## config.mk

```make
export PLATFORM = sky130hd
export DESIGN_NAME = xm_tx_frame_arb
export DESIGN_NICKNAME = d
export VERILOG_FILES = /design/src/rtl/xm_tx_frame_arb.sv
export SDC_FILE = /design/constraint.sdc
export NUM_CORES = 1
export LEC_CHECK = 0
export BUFFER_PORTS_ARGS = -buffer_cell sky130_fd_sc_hd__buf_2
export CORE_MARGIN = 5
export CORE_UTILIZATION = 40
export CTS_CLUSTER_DIAMETER = 200
export DETAILED_ROUTE_END_ITERATION = 8
export PLACE_DENSITY = 0.77
export SLEW_MARGIN = 0
export SYNTH_ARGS = -nofsm -noshare
export SYNTH_HDL_FRONTEND = slang
export SYNTH_SLANG_ARGS = --single-unit
```

## constraint.sdc

```tcl
create_clock -name tx_user_clk_i -period 4.2 [get_ports tx_user_clk_i]
set_clock_uncertainty 0.2 [all_clocks]
set_input_delay 0.63 -clock tx_user_clk_i [delete_from_list [all_inputs] [get_ports tx_user_clk_i]]
set_output_delay 0.63 -clock tx_user_clk_i [all_outputs]
set_load 0.02 [all_outputs]
```

## src/rtl/xm_tx_frame_arb.sv

```systemverilog
// xm_tx_frame_arb: whole-frame round-robin arbiter onto one teng_mac TX lane.
// Define XM_TX_ARB_PRIO_EN to give source 0 strict priority over the rest.
module xm_tx_frame_arb #(
  parameter int NUM_SRC    = 4,
  parameter int ID_FIFO_AW = 3
) (
  input  logic                   tx_user_clk_i,
  input  logic                   tx_user_rst_n_i,
  input  logic                   link_up_i,
  input  logic [NUM_SRC*32-1:0]  s_tx_data_i,
  input  logic [NUM_SRC*2-1:0]   s_tx_vldb_i,
  input  logic [NUM_SRC-1:0]     s_tx_valid_i,
  output logic [NUM_SRC-1:0]     s_tx_ready_o,
  input  logic [NUM_SRC-1:0]     s_tx_last_i,
  input  logic [NUM_SRC-1:0]     s_tx_user_i,
  output logic [NUM_SRC-1:0]     s_tx_status_o,
  output logic [NUM_SRC-1:0]     s_tx_rsp_valid_o,
  output logic [31:0]            m_tx_data_o,
  output logic [1:0]             m_tx_vldb_o,
  output logic                   m_tx_valid_o,
  input  logic                   m_tx_ready_i,
  output logic                   m_tx_last_o,
  output logic                   m_tx_user_o,
  input  logic                   m_tx_status_i,
  input  logic                   m_tx_rsp_valid_i,
  output logic [NUM_SRC-1:0]     grant_o,
  output logic                   orphan_rsp_o
);

  localparam int IW    = (NUM_SRC > 1) ? $clog2(NUM_SRC) : 1;
  localparam int DEPTH = 1 << ID_FIFO_AW;

  typedef enum logic {ST_IDLE, ST_XFER} state_t;

  state_t                r_state;
  state_t                w_state_nxt;
  logic [NUM_SRC-1:0]    r_grant;
  logic [NUM_SRC-1:0]    w_grant_nxt;
  logic [IW-1:0]         r_gidx;
  logic [IW-1:0]         w_gidx_nxt;
  logic [IW-1:0]         r_rr_ptr;
  logic [IW-1:0]         w_rr_ptr_nxt;
  logic [IW-1:0]         w_gidx_inc;

  logic [IW-1:0]         r_fifo [DEPTH];
  logic [ID_FIFO_AW-1:0] r_wp;
  logic [ID_FIFO_AW-1:0] r_rp;
  logic [ID_FIFO_AW:0]   r_cnt;
  logic                  w_full;
  logic                  w_empty;
  logic                  w_push;
  logic                  w_pop;
  logic                  w_orphan;

  logic [NUM_SRC-1:0]    r_rsp_valid;
  logic [NUM_SRC-1:0]    r_status;
  logic                  r_orphan;

  logic [NUM_SRC-1:0]    w_req;
  logic                  w_found;
  logic [IW-1:0]         w_pick;
  logic                  w_start;
  logic                  w_beat;
  logic                  w_last_beat;

  function automatic logic [IW-1:0] f_wrap(input logic [IW:0] v);
    if (v >= (IW+1)'(NUM_SRC)) begin
      return IW'(v - (IW+1)'(NUM_SRC));
    end
    return v[IW-1:0];
  endfunction

  assign w_full  = r_cnt[ID_FIFO_AW];
  assign w_empty = (r_cnt == '0);

  // first requester at or after rr_ptr, cyclic
  always_comb begin
    w_req = s_tx_valid_i;
`ifdef XM_TX_ARB_PRIO_EN
    w_req[0] = 1'b0;
`endif
    w_found = 1'b0;
    w_pick  = '0;
    for (int i = 0; i < NUM_SRC; i++) begin
      if (!w_found &&
          w_req[f_wrap({1'b0, r_rr_ptr} + (IW+1)'(i))]) begin
        w_found = 1'b1;
        w_pick  = f_wrap({1'b0, r_rr_ptr} + (IW+1)'(i));
      end
    end
`ifdef XM_TX_ARB_PRIO_EN
    if (s_tx_valid_i[0]) begin
      w_found = 1'b1;
      w_pick  = '0;
    end
`endif
  end

  assign w_start = (r_state == ST_IDLE) && link_up_i &&
                   !w_full && w_found;

  always_comb begin
    m_tx_data_o  = s_tx_data_i[32*r_gidx +: 32];
    m_tx_vldb_o  = s_tx_vldb_i[2*r_gidx +: 2];
    m_tx_last_o  = s_tx_last_i[r_gidx];
    m_tx_user_o  = s_tx_user_i[r_gidx];
    m_tx_valid_o = (r_state == ST_XFER) && s_tx_valid_i[r_gidx];
    s_tx_ready_o = '0;
    if (r_state == ST_XFER && m_tx_ready_i) begin
      s_tx_ready_o = r_grant;
    end
  end

  assign w_beat      = m_tx_valid_o && m_tx_ready_i;
  assign w_last_beat = w_beat && m_tx_last_o;
  assign w_gidx_inc  = f_wrap({1'b0, r_gidx} + (IW+1)'(1));

  always_comb begin
    w_state_nxt  = r_state;
    w_grant_nxt  = r_grant;
    w_gidx_nxt   = r_gidx;
    w_rr_ptr_nxt = r_rr_ptr;
    case (r_state)
      ST_IDLE: begin
        if (w_start) begin
          w_state_nxt = ST_XFER;
          w_grant_nxt = NUM_SRC'(1) << w_pick;
          w_gidx_nxt  = w_pick;
        end
      end
      ST_XFER: begin
        if (w_last_beat) begin
          w_state_nxt = ST_IDLE;
          w_grant_nxt = '0;
`ifdef XM_TX_ARB_PRIO_EN
          if (r_gidx != '0) begin
            w_rr_ptr_nxt = w_gidx_inc;
          end
`else
          w_rr_ptr_nxt = w_gidx_inc;
`endif
        end
      end
      default: w_state_nxt = ST_IDLE;
    endcase
  end

  always_ff @(posedge tx_user_clk_i or negedge tx_user_rst_n_i) begin
    if (!tx_user_rst_n_i) begin
      r_state  <= ST_IDLE;
      r_grant  <= '0;
      r_gidx   <= '0;
      r_rr_ptr <= '0;
    end else begin
      r_state  <= w_state_nxt;
      r_grant  <= w_grant_nxt;
      r_gidx   <= w_gidx_nxt;
      r_rr_ptr <= w_rr_ptr_nxt;
    end
  end

  // a response arriving with the FIFO empty is never matched to a same-cycle push
  assign w_push   = w_last_beat;
  assign w_pop    = m_tx_rsp_valid_i && !w_empty;
  assign w_orphan = m_tx_rsp_valid_i && w_empty;

  always_ff @(posedge tx_user_clk_i or negedge tx_user_rst_n_i) begin
    if (!tx_user_rst_n_i) begin
      for (int i = 0; i < DEPTH; i++) begin
        r_fifo[i] <= '0;
      end
      r_wp  <= '0;
      r_rp  <= '0;
      r_cnt <= '0;
    end else begin
      if (w_push) begin
        r_fifo[r_wp] <= r_gidx;
        r_wp         <= r_wp + 1'b1;
      end
      if (w_pop) begin
        r_rp <= r_rp + 1'b1;
      end
      case ({w_push, w_pop})
        2'b10:   r_cnt <= r_cnt + 1'b1;
        2'b01:   r_cnt <= r_cnt - 1'b1;
        default: r_cnt <= r_cnt;
      endcase
    end
  end

  always_ff @(posedge tx_user_clk_i or negedge tx_user_rst_n_i) begin
    if (!tx_user_rst_n_i) begin
      r_rsp_valid <= '0;
      r_status    <= '0;
      r_orphan    <= 1'b0;
    end else begin
      r_rsp_valid <= '0;
      r_status    <= '0;
      if (w_pop) begin
        r_rsp_valid[r_fifo[r_rp]] <= 1'b1;
        r_status[r_fifo[r_rp]]    <= m_tx_status_i;
      end
      if (w_orphan) begin
        r_orphan <= 1'b1;
      end
    end
  end

  assign s_tx_rsp_valid_o = r_rsp_valid;
  assign s_tx_status_o    = r_status;
  assign grant_o          = r_grant;
  assign orphan_rsp_o     = r_orphan;

endmodule

```

Word level (Yosys, flattened, before mapping)
Index checks and enable logic that the tools add are counted.
{ "classes": {"addsub": 13, "n_lt_le_gt_ge": 15, "eq_ne": 4, "shifts": 3, "muxes": 63, "bitwise_logic": 4, "reduce_logical": 24} }
{ "op_table": {"columns": ["op", "count"], "rows": [
  ["variable part select 128 x 8 -> 32 bit", 1],
  ["two-way mux 2 bit", 21],
  ["two-way mux 1 bit", 23],
  ["two-way mux 4 bit", 5],
  ["less-than comparator 2 x 3 -> 1 bit, second input constant", 6],
  ["bitwise mux 16 bit", 1],
  ["case mux 4 bit (2 select lines)", 2],
  ["binary-select mux 1 bit (select 2 bit)", 7],
  ["logical AND 1 bit", 14],
  ["greater-or-equal comparator 3 bit, second input constant", 4],
  ["subtractor 2 x 1 -> 2 bit, second input constant", 5],
  ["greater-or-equal comparator 4 bit, second input constant", 2],
  ["inverter 3 -> 4 bit", 2],
  ["variable part select 8 x 4 -> 2 bit", 1],
  ["adder 2 x 1 -> 3 bit, second input constant", 2],
  ["adder 2 x 2 -> 3 bit, second input constant", 2],
  ["adder 3 x 1 -> 3 bit, second input constant", 2],
  ["binary-select mux 2 bit (select 3 bit)", 1],
  ["demux 2 bit (select 3 bit)", 1],
  ["AND reduction 2 bit", 3],
  ["logical NOT 1 bit", 5],
  ["adder 4 x 1 -> 4 bit, second input constant", 1],
  ["AND 4 bit", 1],
  ["logical NOT 4 bit", 1],
  ["13 further kinds", 13]
]} }
{ "word_totals": {"regBits": 44, "elab_cells": 144} }

Depth between registers and ports, before layout
Gate-level depths: netlist of run 1.
{ "logic_depth": {"word_depth": 20, "depth_mapped": 13, "mapped_depth_nobuf": 10} }

Worst setup path after synthesis of run 1
Ideal clock, no wire load.
{ "synth_path": {"kind": "input-to-reg", "from": "input port s_tx_last_i[3]", "to": "register r_cnt[2]", "arrival_time_ns": 2.954, "setup_slack_ns": 0.920, "path_stages": 12, "path_buffers": 2, "path_cell_list": "mux4_2 and4_1 buf_4 inv_2 clkbuf_1 ha_1 xor2_1 ha_1 a21oi_1 xor2_1 nor2_1 xor2_1"} }
{ "synth_via": {"elab_chain_cells": 5, "word_cells_on_any_way": 7, "classes_between": "eq/ne (2); mux (3); reduce/logical (2)"} }
{ "synth_rtl": {"columns": ["element", "line_no", "rtl"], "rows": [
  ["start: declaration", "14", "input logic [NUM_SRC-1:0] s_tx_last_i,"],
  ["binary-select mux 1 bit (select 2 bit) (*)", "105", "m_tx_last_o = s_tx_last_i[r_gidx];"],
  ["two-way mux 1 bit (implied by the code) (*)", "105", null],
  ["logical AND 1 bit (*)", "115", "assign w_last_beat = w_beat && m_tx_last_o;"],
  ["== test 2 x 1 -> 1 bit / == test 2 bit (equally long branches)", "183", "case ({w_push, w_pop})"],
  ["case mux 4 bit (2 select lines) / nonzero test 2 bit (equally long branches)", null, null],
  ["end signal: assignment", "184", "2'b10: r_cnt <= r_cnt + 1'b1;"],
  ["end signal: assignment", "185", "2'b01: r_cnt <= r_cnt - 1'b1;"],
  ["end signal: assignment", "186", "default: r_cnt <= r_cnt;"],
  ["end: declaration", "48", "logic [ID_FIFO_AW:0] r_cnt;"]
]} }
Mark *: on every way between the ends. The rest lies on a longest branch, timed or not. The select of a mux whose other input is x is not followed.
A chain may end at the register's enable or synchronous reset.

Worst setup path in the final report of run 1
{ "layout_path": {"from": "register r_gidx[0]", "to": "register r_cnt[2]"} }
{ "layout_via": {"elab_chain_cells": 7, "word_cells_on_any_way": 11, "classes_between": "eq/ne (2); mux (5); reduce/logical (4)"} }
{ "layout_rtl": {"columns": ["element", "line_no", "rtl"], "rows": [
  ["start: declaration", "39", "logic [IW-1:0] r_gidx;"],
  ["start signal: assignment", "157", "r_gidx <= w_gidx_nxt;"],
  ["binary-select mux 1 bit (select 2 bit)", "107", "m_tx_valid_o = (r_state == ST_XFER) && s_tx_valid_i[r_gidx];"],
  ["two-way mux 1 bit (implied by the code)", "107", null],
  ["logical AND 1 bit", "107", null],
  ["logical AND 1 bit", "114", "assign w_beat = m_tx_valid_o && m_tx_ready_i;"],
  ["logical AND 1 bit (*)", "115", null],
  ["== test 2 x 1 -> 1 bit / == test 2 bit (equally long branches)", "183", null],
  ["case mux 4 bit (2 select lines) / nonzero test 2 bit (equally long branches)", null, null]
]} }
Marked as above.

==> results of run 1 <==
[logic make-up after synthesis]
group | after synthesis | synth area share [%]
AO/OA/AOI/OAI | 18 | 4.33
XOR/XNOR | 10 | 2.97
adder cells (fa/ha/maj) | 5 | 2.12
buffers and inverters | 20 | 2.85
flip-flops | 44 | 37.4
multiplexers | 62 | 39.5
AND/OR/NAND/NOR | 57 | 10.8
[routing by layer]
layer / wire length [um] / vias to the layer above / part of all wire, % / global-route usage (%)
met3: 1030 / 7 / 9.8 / 5.71
met1: 4000 / 1346 / 38 / 28.6
li1: - / 1259 / - / -
met2: 5390 / 137 / 51 / 35.8
met5: 13 / - / 0.12 / 0
met4: 53 / 2 / 0.51 / 3.55
[metrics by stage]
step | power, mW | utilization (%)
4_1_cts | 2.60 | 57.4
6_report | 2.58 | 57.5
3_5_place_dp | 2.32 | 56.1
3_3_place_gp | 2.28 | 56.1
5_1_grt | 2.75 | 57.5
2_1_floorplan | 1.85 | -
[power by group through the flow]
stage	Clock, mW	Combinational, mW	Sequential [mW]
2_1_floorplan	0	1.14	0.711
3_3_place_gp	0	1.54	0.745
3_5_place_dp	0	1.57	0.752
4_1_cts	0.288	1.57	0.745
5_1_grt	0.302	1.68	0.775
6_report	0.280	1.55	0.747
[flip-flops by register name, indices dropped and copies added, names as in the netlist]
signal	cells
grant_o	4
r_gidx	2
r_wp	3
orphan_rsp_o	1
r_fifo	16
r_rr_ptr	2
r_cnt	4
r_rp	3
r_state	1
s_tx_status_o	4
s_tx_rsp_valid_o	4
[worst register-to-register path: stages, from the launching register on]
cell     delay, ns
dfrtp_2       0.50
mux4_2        0.56
and4_1        0.32
inv_2         0.25
ha_1          0.34
xor2_1        0.11
ha_1          0.19
a21oi_1       0.14
xor2_1        0.17
nor2_1        0.07
xor2_1        0.14
[synthesized netlist by cell type (all sizes together) (3+ instances only)]
| cell | count | share of area (%) |
|---|---|---|
| a21oi | 4 | 0.68 |
| and3 | 6 | 1.3 |
| buf | 6 | 1.1 |
| clkbuf | 11 | 1.4 |
| dfrtp | 44 | 37 |
| ha | 5 | 2.1 |
| inv | 3 | 0.38 |
| mux2 | 18 | 7.1 |
| mux2i | 3 | 1.0 |
| mux4 | 41 | 31 |
| nand2 | 15 | 1.9 |
| nand3 | 4 | 0.68 |
| nand4b | 3 | 0.89 |
| nor2 | 10 | 1.3 |
| nor3 | 3 | 0.51 |
| o21ai | 3 | 0.51 |
| xnor2 | 6 | 1.8 |
| xor2 | 4 | 1.2 |
[path summary, 6_finish.rpt]
check	startpoint	endpoint	slack (ns)	cells after the start
max	r_gidx[0]	r_cnt[2]	1.12	10
min	tx_user_rst_n_i	s_tx_status_o[3]	0.26	1
max reg2reg	r_gidx[0]	r_cnt[2]	1.12	10
min reg2reg	r_fifo[0]	r_fifo[0]	0.31	1
max in group asynchronous	tx_user_rst_n_i	r_gidx[0]	2.88	1
min in group tx_user_clk_i	r_fifo[0]	r_fifo[0]	0.31	1
[cell type report]
class	instances	area, um2	share of cell area, %
clock inverters	3	26.3	0.633
inverters	3	11.3	0.271
well taps	99	124	2.99
diodes	2	5.00	0.121
flip-flops and latches	44	1100	26.6
clock buffers	5	68.8	1.66
repair buffers	209	1050	25.3
multi-input cells	152	1760	42.4
==> results.cfg, run 1 <==
[sta]
setup_viol = 0
setup_tns_ns = 0
fmax_mhz = 324
tightestPinTransition_ns = 0.955
fin_crit_ns = 3.08
rsz0062_at_grt = false
final_hold_viol_count = 0
period_share_pct = 73.4
timing.hold.ws_ns = 0.256
fin_ws_ns = 1.12
relSlewSlack_pct = 36.4
slew_violations = 0

[synthesis]
ys_types = 43
synth_seq_cells = 44
async_reset_ff_share_pct = 100
syn-instance-count = 216
synth_flop_cell = dfrtp_1
synth-edff-count = 0
syn_nets = 375
syn_area_per_cell_um2 = 13.6
ys_warn_count = 0
syn_area_um2 = 2940
seq_area_frac_synth_pct = 37.4

[worst_hold_path]
hold_class = input pin to asynchronous set/reset pin

[power]
pwr-share-seq_pct = 28.9
power.density_nw_per_um2 = 622
irDropWorstVdd_mv = 0.269
switching_share_pct = 45.0
pwr-share-comb_pct = 60.2
internal-power_mw = 1.42
power_frac_clock_pct = 10.9
power.switching_mw = 1.16
leakagePower_nw = 2.08

[global_routing]
grt_pass1_vias = 2669
grt_util_all_layers_pct = 21.4
grt_start_max_net_pins = 45
antenna_found_initial = 2
grt_pass1_wl_um = 14700
grt_overflow_total = 0

[die]
die_w_um = 95.8
io_pins = 208
die_y_um = 95.8
rows = 31
dieArea_um2 = 9180
floorplan.initialDensity_pct = 40.8
fp.coreArea_um2 = 7210

[critical_path]
cpPeakStageDelay_ns = 0.55
worstPathArrival_ns = 3.08
slowest_stage = mux4_2
cp_max_fo = 15
worstSetupEndpointType = flip-flop
cp_cell_sequence = mux4_2, and4_1, inv_2, ha_1, xor2_1, ha_1, a21oi_1, xor2_1, nor2_1, xor2_1
crit_top_cell = xor2_1
worst-path-buf-inv = 1
path_class = flip-flop to flip-flop
cp.required_ns = 4.19
cpLargestDelayFamily = multiplexers
start_kind = flip-flop

[place]
routabilityCongestion = 0.851
dp_cells = 507
dp_hpwl_um = 8810
place_area_um2 = 4050
pre_cts_ws_ns = 0.914
numPortBuffers = 207

[clocking]
clk_latency_ns = 0.30
numCtsBuffers = 5
cts_buffer_depth = 2
clkSinkCount = 44
clk_pin_slew_ns = 0.09
cts_tree = built
ctsResizeCount = 0
cts_max_level = 2
postCtsSetupRepairBufs = 0
postCtsHoldBufs = 0
root_buffer = clkbuf_8

[routing]
drtIter0Drc = 118
post-route-drc-count = 0
firstDrtPassIters = 4
vias_per_cell = 5.32
drt-total-wl_um = 10500
routed-via-count = 2751
wire_per_inst_um = 20.3
ant_nets = 0

[cells_and_area]
layout_common_cells = 207 x buf_2, 42 x dfrtp_1, 41 x mux4_2
design_area_um2 = 4150
drive_gt1_share_pct = 67.8
stdcell_count = 517
fill_cells = 646
final_common_cell = buf_2
areaGrowthSynthToFinish_pct = 40.9
finalNetCount = 574

[status]
status = complete, no violations

[run]
drv_cap = 0
Power figures use the tool's default switching activity.
==> inputs of run 2 (changes only) <==
CORE_UTILIZATION = 38   (was 40)
clock period = 2.5 ns   (was 4.2 ns; I/O delays follow)
==> run 2 against run 1 <==
Compared with the run above:
- combinational power rose by 77%
- setup slack got worse by 1.1 ns
- largest power group unchanged
- routed wire length rose by 2.0%
- cell area rose by 3.7%
- critical endpoint is now r_fifo[6]
- critical path type unchanged
==> results.cfg, run 2 (same netlist as run 1, synthesis figures left out) <==
[sta]
relSlewSlack_pct = 61.4
timing.hold.ws_ns = 0.125
rsz0062_at_grt = true
fmax_mhz = 408
setup_viol = 0
tightestPinTransition_ns = 0.563
final_hold_viol_count = 0
period_share_pct = 98.0
fin_ws_ns = 0.0493
slew_violations = 0
fin_crit_ns = 2.45

[routing]
routed-via-count = 2849
firstDrtPassIters = 4
drtIter0Drc = 110
ant_nets = 0
post-route-drc-count = 0
vias_per_cell = 5.32
wire_per_inst_um = 19.9
drt-total-wl_um = 10700

[clocking]
postCtsSetupRepairBufs = 0
cts_max_level = 2
clkSinkCount = 44
clk_pin_slew_ns = 0.09
cts_tree = built
numCtsBuffers = 5
clk_latency_ns = 0.31
root_buffer = clkbuf_8
cts_buffer_depth = 2

[status]
status = complete, no violations

[die]
io_pins = 208
die_w_um = 98.0
fp.coreArea_um2 = 7650
dieArea_um2 = 9610
rows = 32
die_y_um = 98.0
floorplan.initialDensity_pct = 38.5

[critical_path]
cp_max_fo = 13
path_class = flip-flop to flip-flop
worst-path-buf-inv = 2
worstPathArrival_ns = 2.45
slowest_stage = or4b_4
cpPeakStageDelay_ns = 0.54
worstSetupEndpointType = flip-flop
start_kind = flip-flop
cp_cell_sequence = mux4_2, and4_4, inv_4, buf_4, or4b_4, mux2_4
cp.required_ns = 2.50
cpLargestDelayFamily = simple AND/OR/NAND/NOR gates

[cells_and_area]
drive_gt1_share_pct = 69.4
design_area_um2 = 4300
largest_reg_flops = 16
final_common_cell = buf_2
top_register = r_fifo
areaGrowthSynthToFinish_pct = 46.1
layout_common_cells = 207 x buf_2, 42 x dfrtp_1, 41 x mux4_2
finalNetCount = 590
stdcell_count = 536

[place]
dp_cells = 525
pre_cts_ws_ns = -0.0311
routabilityCongestion = 0.956
dp_hpwl_um = 9180
place_area_um2 = 4180
numPortBuffers = 207

[power]
leakagePower_nw = 2.16
power.density_nw_per_um2 = 1030
irDropWorstVdd_mv = 0.450

[global_routing]
grt_pass1_wl_um = 16800
grt_pass1_vias = 2988
grt_util_all_layers_pct = 22.4
antenna_found_initial = 1
grt_overflow_total = 0
grt_start_max_net_pins = 31

[worst_hold_path]
hold_class = input pin to flip-flop

[run]
drv_cap = 0
==> run 2: changes by cell type in the layout (fill, tap and decap cells not counted), sizes merged <==
cell         previous run  this run
buf                   209       224
clkinvlp                0         2
inv                     5         3
dlygate4sd3             0         1
==> run 2: worst register-to-register path: stages, from the launching register on <==
cell and delay, ns:
dfrtp_2 0.45, mux4_2 0.35, and4_4 0.26, inv_4 0.05
buf_4 0.18, or4b_4 0.54, mux2_4 0.31
==> run 2: final timing paths <==
path	start	end	slack, ns	cells past startpoint
worst max-delay path	r_gidx[0]	r_fifo[6]	0.05	6
worst min-delay path	m_tx_rsp_valid_i	orphan_rsp_o	0.13	2
worst max register to register	r_gidx[0]	r_fifo[6]	0.05	6
worst min register to register	orphan_rsp_o	orphan_rsp_o	0.28	1
max in group asynchronous	tx_user_rst_n_i	r_rp[0]	1.14	3
min in group asynchronous	tx_user_rst_n_i	s_tx_rsp_valid_o[1]	0.36	2
==> run 2: metrics by stage <==
stage | total power, mW | TNS [ns] | utilization (%)
after CTS | 4.48 | 0 | 56.1
after detailed placement | 3.99 | -0.0311 | 54.7
after floorplan | 3.14 | -0.356 | -
after global routing | 4.74 | -0.0644 | 56.2
after global placement | 3.91 | 0 | 54.7
final | 4.43 | 0 | 56.3
==> run 2: layout make-up <==
cell class	instances	area (um2)
Fill cell	671	3350
Sequential cell	44	1100
Antenna cell	2	5.00
Multi-Input combinational cell	152	1780
Timing Repair Buffer	225	1180
Inverter	3	13.8
Clock buffer	5	68.8
Clock inverter	3	23.8
Tap cell	102	128
==> run 2: metal layers <==
metal | wire length, um | vias up | track usage, %
met1 | 4090 | 1420 | 28.1
met5 | 0 | - | 0
met4 | 294 | 0 | 7.56
met3 | 1020 | 15 | 6.86
li1 | - | 1284 | -
met2 | 5290 | 130 | 36.8
==> run 2: repair_timing <==
| action | 4_1_cts | 5_1_grt |
|---|---|---|
| resized for setup | 1 | 4 |
| hold buffers | 1 | 0 |
| hold endpoints to repair | 20 | 0 |
| endpoints found under the setup margin | 30 | 30 |
==> run 2: where the power goes <==
| part | internal [mW] | total [mW] | switching, mW | leakage [nW] |
|---|---|---|---|---|
| combinational | 1.31 | 2.75 | 1.44 | 1.55 |
| clock | 0.198 | 0.458 | 0.260 | 0.0404 |
| sequential | 0.959 | 1.22 | 0.265 | 0.570 |
| total | 2.47 | 4.43 | 1.96 | 2.16 |
==> inputs of run 3 (changes only) <==
CELL_PAD_IN_SITES_DETAIL_PLACEMENT = 1   (was default)
CELL_PAD_IN_SITES_GLOBAL_PLACEMENT = 1   (was default)
CORE_UTILIZATION = 28   (was 38)
==> run 3 against run 2 <==
Compared with the run above:
- first-iteration DRC count increased by 90%
- flip-flop and latch count stayed put
- critical endpoint is now r_cnt[2]
- total power rose by 4.5%
- critical path type unchanged
- largest cell class unchanged
- via count fell by 1.6%
- fmax hardly changed
- sequential power is essentially flat
==> results.cfg, run 3 (same netlist as run 1, synthesis figures left out) <==
[routing]
firstDrtPassIters = 4
wire_per_inst_um = 21.2
vias_per_cell = 4.92
ant_nets = 0
drtIter0Drc = 209
drt-total-wl_um = 12100
routed-via-count = 2802
post-route-drc-count = 0

[sta]
fin_crit_ns = 2.45
tightestPinTransition_ns = 0.624
setup_tns_ns = 0
final_hold_viol_count = 0
relSlewSlack_pct = 57.2
slew_violations = 0
fmax_mhz = 408
setup_viol = 0
rsz0062_at_grt = true
period_share_pct = 98.0

[die]
floorplan.initialDensity_pct = 28.6
rows = 37
fp.coreArea_um2 = 10300
die_y_um = 113
dieArea_um2 = 12700
die_w_um = 113
io_pins = 208

[critical_path]
worstPathArrival_ns = 2.47
slowest_stage = mux4_2
crit_top_cell = xor2_1
worstSetupEndpointType = flip-flop
path_class = flip-flop to flip-flop
cpPeakStageDelay_ns = 0.52
cp_max_fo = 4
cp.required_ns = 2.53
cp_cell_sequence = mux4_2, and4_4, inv_4, ha_4, xor2_1, ha_1, a21oi_2, xor2_1, nor2_1, xor2_1
start_kind = flip-flop

[cells_and_area]
design_area_um2 = 4390
finalNetCount = 592
top_register = r_fifo
final_common_cell = buf_2
areaGrowthSynthToFinish_pct = 49.0
layout_common_cells = 207 x buf_2, 42 x dfrtp_1, 41 x mux4_2
largest_reg_flops = 16
n_antenna_cell = 0
drive_gt1_share_pct = 69.6

[power]
switching_share_pct = 43.4
irDropWorstVdd_mv = 0.586
power.switching_mw = 2.01
internal-power_mw = 2.62
power_frac_clock_pct = 12.5
pwr-share-seq_pct = 26.7
power.density_nw_per_um2 = 1060
leakagePower_nw = 2.19
pwr-share-comb_pct = 60.8

[place]
numPortBuffers = 207
routabilityCongestion = 1.02
place_area_um2 = 4230
dp_hpwl_um = 10200

[global_routing]
grt_start_max_net_pins = 42
grt_overflow_total = 0
antenna_found_initial = 0
grt_pass1_vias = 3142
grt_pass1_wl_um = 18400
grt_util_all_layers_pct = 18.7

[clocking]
clkSinkCount = 44
numCtsBuffers = 5
root_buffer = clkbuf_8
clk_latency_ns = 0.30
cts_tree = built
clk_pin_slew_ns = 0.08
cts_buffer_depth = 2
cts_max_level = 2

[run]
drv_cap = 0

[worst_hold_path]
hold_class = input pin to flip-flop

[status]
status = complete, no violations
-- run 3: repair_timing --
| action | CTS | global route |
|---|---|---|
| hold buffers | 1 | 0 |
| buffers inserted | 1 | 0 |
| endpoints found under the hold margin | 15 | 0 |
| endpoints found under the setup margin | 32 | 15 |
| gates resized for setup | 4 | 1 |
-- run 3: layout make-up --
type,count,area [um2]
Tap cell,136,170
Clock buffer,6,82.6
Inverter,3,13.8
Timing Repair Buffer,227,1200
Multi-Input combinational cell,152,1780
Clock inverter,2,38.8
Fill cell,1181,5890
Sequential cell,44,1100
-- run 3: critical path, delay by kind of cell, from the launching register on --
family,cells,cell delay [ns]
AOI/OAI and AO/OA,1,0.04
and+or+nand+nor,2,0.36
muxes,1,0.52
xor gates and xnor gates,3,0.44
buffers and inverters,1,0.07
DFF,1,0.43
adders and majority gates,2,0.32
-- run 3: path summary, 6_finish.rpt --
| kind | slack [ns] | start | depth (start not counted) | end |
|---|---|---|---|---|
| min in group asynchronous | 0.34 | tx_user_rst_n_i | 2 | r_fifo[15] |
| max reg2reg | 0.05 | r_gidx[0] | 10 | r_cnt[2] |
| min reg2reg | 0.28 | orphan_rsp_o | 1 | orphan_rsp_o |
| max in group asynchronous | 1.02 | tx_user_rst_n_i | 3 | grant_o[1] |
| min | 0.14 | m_tx_rsp_valid_i | 2 | orphan_rsp_o |
| max | 0.05 | r_gidx[0] | 10 | r_cnt[2] |
-- run 3: metrics by stage --
stage / utilization [%] / setup WS, ns / hold WS (ns) / std cells / power [mW]
finish: 42.7 / 0.0505 / 0.139 / 570 / 4.63
global route: 42.7 / -0.0219 / 0.130 / 570 / 4.93
CTS: 42.6 / 0.0250 / 0.127 / 570 / 4.69
detailed placement: 41.2 / -0.0300 / 0.139 / 560 / 4.06
global placement: 41.2 / 0.0228 / 0.124 / 560 / 3.95
floorplan: - / -0.166 / -0.121 / 216 / 3.14
-- run 3: routing by layer --
metal	routed length, um	vias to the layer above	global-route usage, %
met5	0	-	0
met4	108	0	3.21
met3	687	11	3.56
met2	6620	111	34.8
met1	4660	1402	22.4
li1	-	1278	-
-- run 3: power groups by stage --
stage,Clock (mW),Combinational (mW),Sequential [mW]
5_1_grt,0.631,3.03,1.28
3_3_place_gp,0,2.73,1.22
2_1_floorplan,0,1.94,1.20
6_report,0.578,2.81,1.24
4_1_cts,0.594,2.86,1.24
3_5_place_dp,0,2.82,1.25
